**config.mk**
```make
export PLATFORM = sky130hd
export DESIGN_NAME = ethrecv_flat
export DESIGN_NICKNAME = d
export VERILOG_FILES = /design/src/rtl/ethrecv_if.sv /design/src/rtl/ethrecv.sv /design/src/flat_wrapper.sv
export SDC_FILE = /design/constraint.sdc
export NUM_CORES = 1
export LEC_CHECK = 0
export BUFFER_PORTS_ARGS = -buffer_cell sky130_fd_sc_hd__buf_2
export CORE_MARGIN = 2
export CORE_UTILIZATION = 56
export CTS_BUF_LIST = sky130_fd_sc_hd__clkbuf_4 sky130_fd_sc_hd__clkbuf_8
export CTS_CLUSTER_SIZE = 16
export DETAILED_ROUTE_END_ITERATION = 7
export PLACE_DENSITY = 0.82
export SYNTH_ARGS = -nofsm -noshare
export SYNTH_HDL_FRONTEND = slang
export SYNTH_SLANG_ARGS = --single-unit
```
**constraint.sdc**
```tcl
create_clock -name clk -period 3.6 [get_ports clk]
set_input_delay 0.36 -clock clk [delete_from_list [all_inputs] [get_ports clk]]
set_output_delay 0.36 -clock clk [all_outputs]
set_load 0.05 [all_outputs]
```
**src/rtl/ethrecv_if.sv**
```systemverilog
// rtl/ethrecv_if.sv - ethrecv GMII, CRC generator, buffer and controller signal bundle
//
// Purpose: groups every non-clock/reset signal of the ethrecv receive channel.
//   slave  : receiver side (the ethrecv module)
//   master : environment side (PHY, CRC generator, buffer memory, controller)
// Signals:
//   rxena   controller -> rx   receive enable / acknowledge
//   rxdv    PHY -> rx          GMII receive data valid
//   rxer    PHY -> rx          GMII receive error
//   datain  PHY -> rx          GMII receive byte (also feeds the CRC generator)
//   crc     gen -> rx          running CRC
//   crcen   rx -> gen          CRC calculate enable
//   crcre   rx -> gen          CRC reset
//   rxbdata rx -> buffer       32-bit word
//   rxbaddr rx -> buffer       word address
//   rxbwe   rx -> buffer       write strobe
//   rxcntb  rx -> controller   stored byte count
//   crc_err rx -> controller   FCS mismatch
//   len_err rx -> controller   length / receive error
//   rxdone  rx -> controller   frame complete
interface ethrecv_if;
  logic        rxena;
  logic        rxdv;
  logic        rxer;
  logic [7:0]  datain;
  logic [31:0] crc;
  logic        crcen;
  logic        crcre;
  logic [31:0] rxbdata;
  logic [8:0]  rxbaddr;
  logic        rxbwe;
  logic [10:0] rxcntb;
  logic        crc_err;
  logic        len_err;
  logic        rxdone;

  modport master (
    output rxena, rxdv, rxer, datain, crc,
    input  crcen, crcre, rxbdata, rxbaddr, rxbwe, rxcntb, crc_err, len_err, rxdone
  );

  modport slave (
    input  rxena, rxdv, rxer, datain, crc,
    output crcen, crcre, rxbdata, rxbaddr, rxbwe, rxcntb, crc_err, len_err, rxdone
  );
endinterface

```
**src/rtl/ethrecv.sv**
```systemverilog
// rtl/ethrecv.sv - GMII receive channel: preamble/SFD strip, word packing, CRC and length check
//
// Purpose: strips 7x 0x55 + 0xD5, packs DA..FCS little-endian into 32-bit
// buffer words, drives the external CRC generator and reports byte count,
// crc_err and len_err through the rxena/rxdone handshake.
// Ports:
//   clk  GMII RXCLK, all state changes on its falling edge
//   clr  asynchronous active-high reset
//   bus  ethrecv_if.slave (rxena, rxdv, rxer, datain, crc in;
//        crcen, crcre, rxbdata, rxbaddr, rxbwe, rxcntb, crc_err, len_err, rxdone out)
// Optional feature macro: RXER_CHECK_EN (rxer during a frame sets len_err).
module ethrecv #(
  parameter int          MINLEN      = 64,
  parameter int          MAXLEN      = 1518,
  parameter logic [31:0] CRC_RESIDUE = 32'hC704DD7B
) (
  input  logic      clk,
  input  logic      clr,
  ethrecv_if.slave  bus
);

  localparam logic [10:0] MIN_CNT = 11'(MINLEN);
  localparam logic [10:0] MAX_CNT = 11'(MAXLEN);

  typedef enum logic [2:0] {IDLE, DROP, WAITSFD, RECVDATA, CHECK, WAITDONE} state_t;

  state_t      state, next_state;
  logic [10:0] count;
  logic [31:0] word;
  logic        rxer_hit;

`ifdef RXER_CHECK_EN
  assign rxer_hit = bus.rxer & bus.rxdv & ((state == WAITSFD) | (state == RECVDATA));
`else
  logic unused_rxer;
  assign unused_rxer = bus.rxer;
  assign rxer_hit    = 1'b0;
`endif

  always_ff @(negedge clk or posedge clr) begin
    if (clr) state <= IDLE;
    else     state <= next_state;
  end

  // crcen/crcre are combinational so the generator consumes the byte that is
  // on datain during the same clk in which the receiver stores it.
  always_comb begin
    next_state = state;
    bus.crcre  = 1'b0;
    bus.crcen  = 1'b0;
    bus.rxdone = 1'b0;
    case (state)
      IDLE: begin
        bus.crcre = 1'b1;
        if (bus.rxena) next_state = bus.rxdv ? DROP : WAITSFD;
      end
      DROP: begin
        bus.crcre = 1'b1;
        if (!bus.rxdv) next_state = IDLE;
      end
      WAITSFD: begin
        bus.crcre = 1'b1;
        if (bus.rxdv) begin
          if (bus.datain == 8'hD5)      next_state = RECVDATA;
          else if (bus.datain != 8'h55) next_state = DROP;
        end
      end
      RECVDATA: begin
        if (bus.rxdv) bus.crcen = (count < MAX_CNT);
        else          next_state = CHECK;
      end
      CHECK:    next_state = WAITDONE;
      WAITDONE: begin
        bus.rxdone = 1'b1;
        if (!bus.rxena) next_state = IDLE;
      end
      default:  next_state = IDLE;
    endcase
  end

  // The low two bits of the byte counter double as the lane index.
  always_ff @(negedge clk or posedge clr) begin
    if (clr) begin
      count       <= '0;
      word        <= '0;
      bus.rxbdata <= '0;
      bus.rxbaddr <= '0;
      bus.rxbwe   <= 1'b0;
      bus.rxcntb  <= '0;
      bus.crc_err <= 1'b0;
      bus.len_err <= 1'b0;
    end else begin
      bus.rxbwe <= 1'b0;
      if (bus.rxbwe) bus.rxbaddr <= bus.rxbaddr + 9'd1;
      if (rxer_hit)  bus.len_err <= 1'b1;
      case (state)
        IDLE: begin
          count       <= '0;
          word        <= '0;
          bus.rxbaddr <= '0;
          bus.rxcntb  <= '0;
          bus.crc_err <= 1'b0;
          bus.len_err <= 1'b0;
        end
        RECVDATA: begin
          if (bus.rxdv) begin
            if (count < MAX_CNT) begin
              count <= count + 11'd1;
              if (count[1:0] == 2'd3) begin
                bus.rxbdata <= {bus.datain, word[23:0]};
                bus.rxbwe   <= 1'b1;
                word        <= '0;
              end else begin
                word[{count[1:0], 3'b000} +: 8] <= bus.datain;
              end
            end else begin
              bus.len_err <= 1'b1;
            end
          end else if (count[1:0] != 2'd0) begin
            // Partial last word; lanes never written are still zero.
            bus.rxbdata <= word;
            bus.rxbwe   <= 1'b1;
          end
        end
        CHECK: begin
          bus.crc_err <= (bus.crc != CRC_RESIDUE);
          if (count < MIN_CNT) bus.len_err <= 1'b1;
          bus.rxcntb  <= count;
        end
        default: ;
      endcase
    end
  end

endmodule

```
**src/flat_wrapper.sv**
```systemverilog
// flat-port wrapper written by rule: the top's interface ports become plain ports
module ethrecv_flat 
#(
  parameter int          MINLEN      = 64,
  parameter int          MAXLEN      = 1518,
  parameter logic [31:0] CRC_RESIDUE = 32'hC704DD7B
)
  (clk, clr, bus_rxena, bus_rxdv, bus_rxer, bus_datain, bus_crc, bus_crcen, bus_crcre, bus_rxbdata, bus_rxbaddr, bus_rxbwe, bus_rxcntb, bus_crc_err, bus_len_err, bus_rxdone);
  ethrecv_if bus_i ();
  input  logic clk;
  input  logic clr;
  input wire logic [$bits(bus_i.rxena)-1:0] bus_rxena;
  input wire logic [$bits(bus_i.rxdv)-1:0] bus_rxdv;
  input wire logic [$bits(bus_i.rxer)-1:0] bus_rxer;
  input wire logic [$bits(bus_i.datain)-1:0] bus_datain;
  input wire logic [$bits(bus_i.crc)-1:0] bus_crc;
  output wire logic [$bits(bus_i.crcen)-1:0] bus_crcen;
  output wire logic [$bits(bus_i.crcre)-1:0] bus_crcre;
  output wire logic [$bits(bus_i.rxbdata)-1:0] bus_rxbdata;
  output wire logic [$bits(bus_i.rxbaddr)-1:0] bus_rxbaddr;
  output wire logic [$bits(bus_i.rxbwe)-1:0] bus_rxbwe;
  output wire logic [$bits(bus_i.rxcntb)-1:0] bus_rxcntb;
  output wire logic [$bits(bus_i.crc_err)-1:0] bus_crc_err;
  output wire logic [$bits(bus_i.len_err)-1:0] bus_len_err;
  output wire logic [$bits(bus_i.rxdone)-1:0] bus_rxdone;
  assign bus_i.rxena = bus_rxena;
  assign bus_i.rxdv = bus_rxdv;
  assign bus_i.rxer = bus_rxer;
  assign bus_i.datain = bus_datain;
  assign bus_i.crc = bus_crc;
  assign bus_crcen = bus_i.crcen;
  assign bus_crcre = bus_i.crcre;
  assign bus_rxbdata = bus_i.rxbdata;
  assign bus_rxbaddr = bus_i.rxbaddr;
  assign bus_rxbwe = bus_i.rxbwe;
  assign bus_rxcntb = bus_i.rxcntb;
  assign bus_crc_err = bus_i.crc_err;
  assign bus_len_err = bus_i.len_err;
  assign bus_rxdone = bus_i.rxdone;
  ethrecv #(.MINLEN(MINLEN), .MAXLEN(MAXLEN), .CRC_RESIDUE(CRC_RESIDUE)) u_core (.clk(clk), .clr(clr), .bus(bus_i));
endmodule
```
* After elaboration in Yosys (flattened, before gate mapping)
Cells that the tools add are included.
W data, S select, Z words.
** Storage, ports and cells
- Bits in registers :: 101
- Bits in latches :: 0
- RAM bits :: 0
- ROM bits :: 0
- Bits of input ports :: 45
- Output and inout bits :: 58
- Word-level logic and storage cells :: 87
- Memories kept :: 0
** Operators by class
- Add/sub/neg operators :: 3
- $mul :: 0
- Divide/modulo/power cells :: 0
- Magnitude comparators :: 2
- Equality and inequality tests :: 21
- Shift-type cells :: 2
- Muxes and demuxes :: 38
- Bitwise logic cells :: 0
- Reductions and logical operators :: 12
** Operator list (count)
- $mux W32 :: 7
- $pmux W32 S2 :: 1
- $pmux W11 S2 :: 2
- $bwmux W32 :: 1
- $ne A32 B32 Y1 const B :: 1
- $shift A8 B7 Y32 const A :: 1
- $shiftx A8 B7 Y32 :: 1
- $mux W11 :: 2
- $mux W3 :: 7
- $mux W9 :: 2
- $pmux W3 S6 :: 1
- $ne A2 B2 Y1 const B :: 7
- $mux W1 :: 12
- $add A11 B1 Y11 const B :: 1
- $lt A11 B11 Y1 const B :: 1
- $lt A11 B7 Y1 const B :: 1
- $reduce_bool A2 Y1 :: 5
- $add A9 B1 Y9 const B :: 1
- $eq A8 B8 Y1 const B :: 1
- $ne A2 B1 Y1 const B :: 4
- $ne A8 B7 Y1 const B :: 1
- $reduce_and A4 Y1 :: 2
- $neg A5 Y7 :: 1
- $eq A3 B2 Y1 const B :: 2
- other kinds (12) :: 13

* Longest topological paths before layout
- Depth in word-level cells :: 7
- Gate-level depth with buffers :: 8
- Depth with buffers taken out :: 6

==> results.sh <==
export IMPL_htreeDepth=3
export IMPL_grt_overflow=0
export IMPL_synth_fp_nets=476
export IMPL_grt_max_degree=102
export IMPL_antenna_found_initial=0
export IMPL_worst_slack_ns=-0.09922
export IMPL_cts_tree="yes"
export IMPL_gp_congestion=0.8727
export IMPL_rr_worst_depth=8
export IMPL_synth_cell_area_sq_um=4632
export IMPL_multi_input_area_sq_um=1977
export IMPL_die_h_um=94.95
export IMPL_grtUsageTotal_pct=24.86
export IMPL_finalHoldViolCount=0
export IMPL_dr_pass1_iters=4
export IMPL_cp_slowest_cell="dfrtn_1"
export IMPL_cp_end_kind="output pin"
export IMPL_finalPower_mw=3.734
export IMPL_setup_viol=1
export IMPL_rsz0062_at_grt="true"
export IMPL_path_buf_inv=2
export IMPL_synth_common_cells="101 x dfrtn_1, 62 x nand2_1, 41 x o21ai_0"
export IMPL_cts_hold_buf=0
export IMPL_syn_area_per_cell_sq_um=10.92
export IMPL_drc=0
export IMPL_clk_path_buf_depth=2
export IMPL_grt_pass1_vias=3601
export IMPL_num_vias=3719
export IMPL_dp_cells=624
export IMPL_ys_flop_type="dfrtn_1"
export IMPL_max_stage_delay_ns=0.47
export IMPL_num_antenna_cells=0
export IMPL_drt_iter0_drc=153
export IMPL_power_density_nw_per_um2=660.7
export IMPL_p_leak_nw=2.855
export IMPL_syn_inst=424
export IMPL_port_buffers=101
export IMPL_fillers=580
export IMPL_initial_core_util_pct=56.95
export IMPL_worstSetupPathDepth=5
export IMPL_fin_cells=651
export IMPL_irDropWorstVdd_uv=465.3
export IMPL_numCtsBuffers=9
export IMPL_core_rowCount=33
export IMPL_ys_top_cells_by_area="dfrtn_1 55%, mux2_1 5.3%, nand2_1 5.0%"
export IMPL_wl_per_cell_um=16.28
export IMPL_yosys_area_top_type_share_pct=54.57
export IMPL_vias_per_cell=5.713
export IMPL_synth_seq_area_share_pct=54.57
export IMPL_cp_top_family="flip-flops"
export IMPL_grt_pass1_wl_mm=17.35
export IMPL_clkTransAtPathRegs_ns=0.06
export IMPL_netlist_top_cell_by_area="dfrtn_1"
export IMPL_crit_arrival_ns=3.34
export IMPL_syn2layout_area_growth_pct=22.02
export IMPL_synth_edf_count=0
export IMPL_nets=593
export IMPL_path_cells="nand2_2, o21a_1, o21ai_2, inv_2, buf_8"
export IMPL_die_w_um=94.95
export IMPL_drive_gt1_share_pct=30.40
export IMPL_fin_util_pct=69.48
export IMPL_critical_path_required_ns=3.24
export IMPL_critPathMaxFanout=3
export IMPL_worstHoldPathCells=2
export IMPL_synthArstFlopShare_pct=100.0
export IMPL_ant_nets=0
export IMPL_run_status="complete, but fails checks"
export IMPL_clock_root_buffer="clkbuf_8"
export IMPL_synth_cell_type_count=54
export IMPL_finClkSkew_ns=0.01119
export IMPL_final_setup_tns_ns=-0.09922
export IMPL_ys_ff_latch=101
export IMPL_slew_headroom_pct=29.13
export IMPL_failed_checks="negative setup slack"
export IMPL_hold_path_class="reg2reg"
export IMPL_core_area_sq_um=8134
export IMPL_cp_start_kind="register"
export IMPL_wirelength_mm=10.60
export IMPL_io_pins=103
export IMPL_max_cap_violations=0
export IMPL_clkSinkCount=101
export IMPL_drv_slew=0
export IMPL_synth_most_common_cell="dfrtn_1"
export IMPL_critical_path_class="reg2out"
export IMPL_register_area_sq_um=2527
export IMPL_yosysWarnings=0
export IMPL_dieArea_sq_um=9015
export IMPL_place_hpwl_mm=7.354
export IMPL_worst_slew_pin_slew_ns=1.063
export IMPL_clkLatencyLatePin_ns=0.36
[final timing paths]
path                            slack [ns]                                 end                              from
worst min-delay path                  0.43    u_core.bus.rxcntb[8]$_DFFE_NP0N_  u_core.bus.rxcntb[8]$_DFFE_NP0N_
worst max-delay path                  -0.1                           bus_crcen       u_core.count[5]$_DFFE_NP0P_
worst min register to register        0.43    u_core.bus.rxcntb[8]$_DFFE_NP0N_  u_core.bus.rxcntb[8]$_DFFE_NP0N_
worst max register to register        0.78         u_core.word[28]$_DFFE_NP0P_       u_core.state[0]$_DFFE_NP0P_
max in group asynchronous             1.35         u_core.count[8]$_DFFE_NP0P_                               clr
min in group asynchronous             1.83  u_core.bus.rxbdata[11]$_DFFE_NP0P_                               clr
[state kept, by name, indices dropped and copies added (netlist names), 3 cells and up]
| signal | count |
|---|---|
| u_core.bus.rxbaddr | 9 |
| u_core.bus.rxbdata | 32 |
| u_core.bus.rxcntb | 11 |
| u_core.count | 11 |
| u_core.state | 3 |
| u_core.word | 32 |
[final cells by class]
cell class	instances	area share [%]
clock buffers	10	2.435
clock inverters	6	0.9298
inverters	8	0.5977
multi-input cells	292	34.98
flip-flops and latches	101	44.72
well taps	105	2.325
repair buffers	129	14.01
[per-stage QoR]
stage / hold WS [ns] / worst slack (ns) / instance area, sq um
finish: 0.4267 / -0.09922 / 5652
global route: 0.4494 / -0.1298 / 5652
CTS: 0.4304 / -0.03013 / 5615
detailed placement: 0.4302 / 0.07884 / 5314
global placement: 0.4211 / 0.1448 / 5314
floorplan: 0.4118 / 0.05310 / 4644
[worst reg2reg max path, stage by stage, from the launching register on]
cell     delay [ns]
dfrtn_1        0.46
buf_4          0.15
buf_4          0.13
or2_1          0.10
buf_4          0.24
nor2_4         0.14
o31ai_4        0.93
or2_1          0.39
o21ai_1        0.13
[routing by layer]
metal  vias to the layer above  wire, um  global-route usage, %
met5                         -         0                      0
met4                         0       254                  11.47
met3                        24       418                  3.751
met2                       109      5376                  40.31
met1                      1837      4551                  33.07
li1                       1749         -                      -
[placed cells by master, fill, tap and decap left out, types with 3 or more instances in the layout]
cell type | synthesis | routed
a21oi_1 | 6 | 5
a22o_1 | 17 | 17
a31oi_1 | 3 | 3
and3_1 | 4 | 4
and4_1 | 3 | 3
buf_2 | 9 | 98
buf_4 | 1 | 24
clkbuf_8 | 0 | 10
clkinvlp_4 | 0 | 3
dfrtn_1 | 101 | 101
ha_1 | 7 | 7
inv_1 | 8 | 6
mux2_1 | 22 | 22
mux2i_1 | 11 | 11
nand2_1 | 62 | 61
nand3_1 | 5 | 4
nand4_1 | 5 | 5
nand4b_1 | 6 | 6
nor2_1 | 17 | 16
o211ai_1 | 3 | 3
o21ai_0 | 41 | 41
o21ai_1 | 22 | 20
o31ai_1 | 6 | 6
or2_1 | 4 | 4
or4_1 | 3 | 3
xor2_1 | 9 | 9
[where the power goes]
group	switching (mW)	internal [mW]
Sequential	0.107	1.31
Combinational	1.13	0.492
Clock	0.411	0.281
Total	1.65	2.09
[cell families after synthesis]
group	count (synthesis)	share of synthesized area (%)
simple gates	131	15.23
compound gates	109	14.88
flops	101	54.57
mux	35	8.212
buf+inv	31	3.323
xor+xnor	10	1.891
fa+ha+maj	7	1.891
[timing repair]
action,in CTS,in global routing
gates resized for setup,8,4
setup endpoints to repair,2,3
cloned,1,0
buffers inserted,7,3
pin swaps,2,3
(Power assumes the default switching activity.)
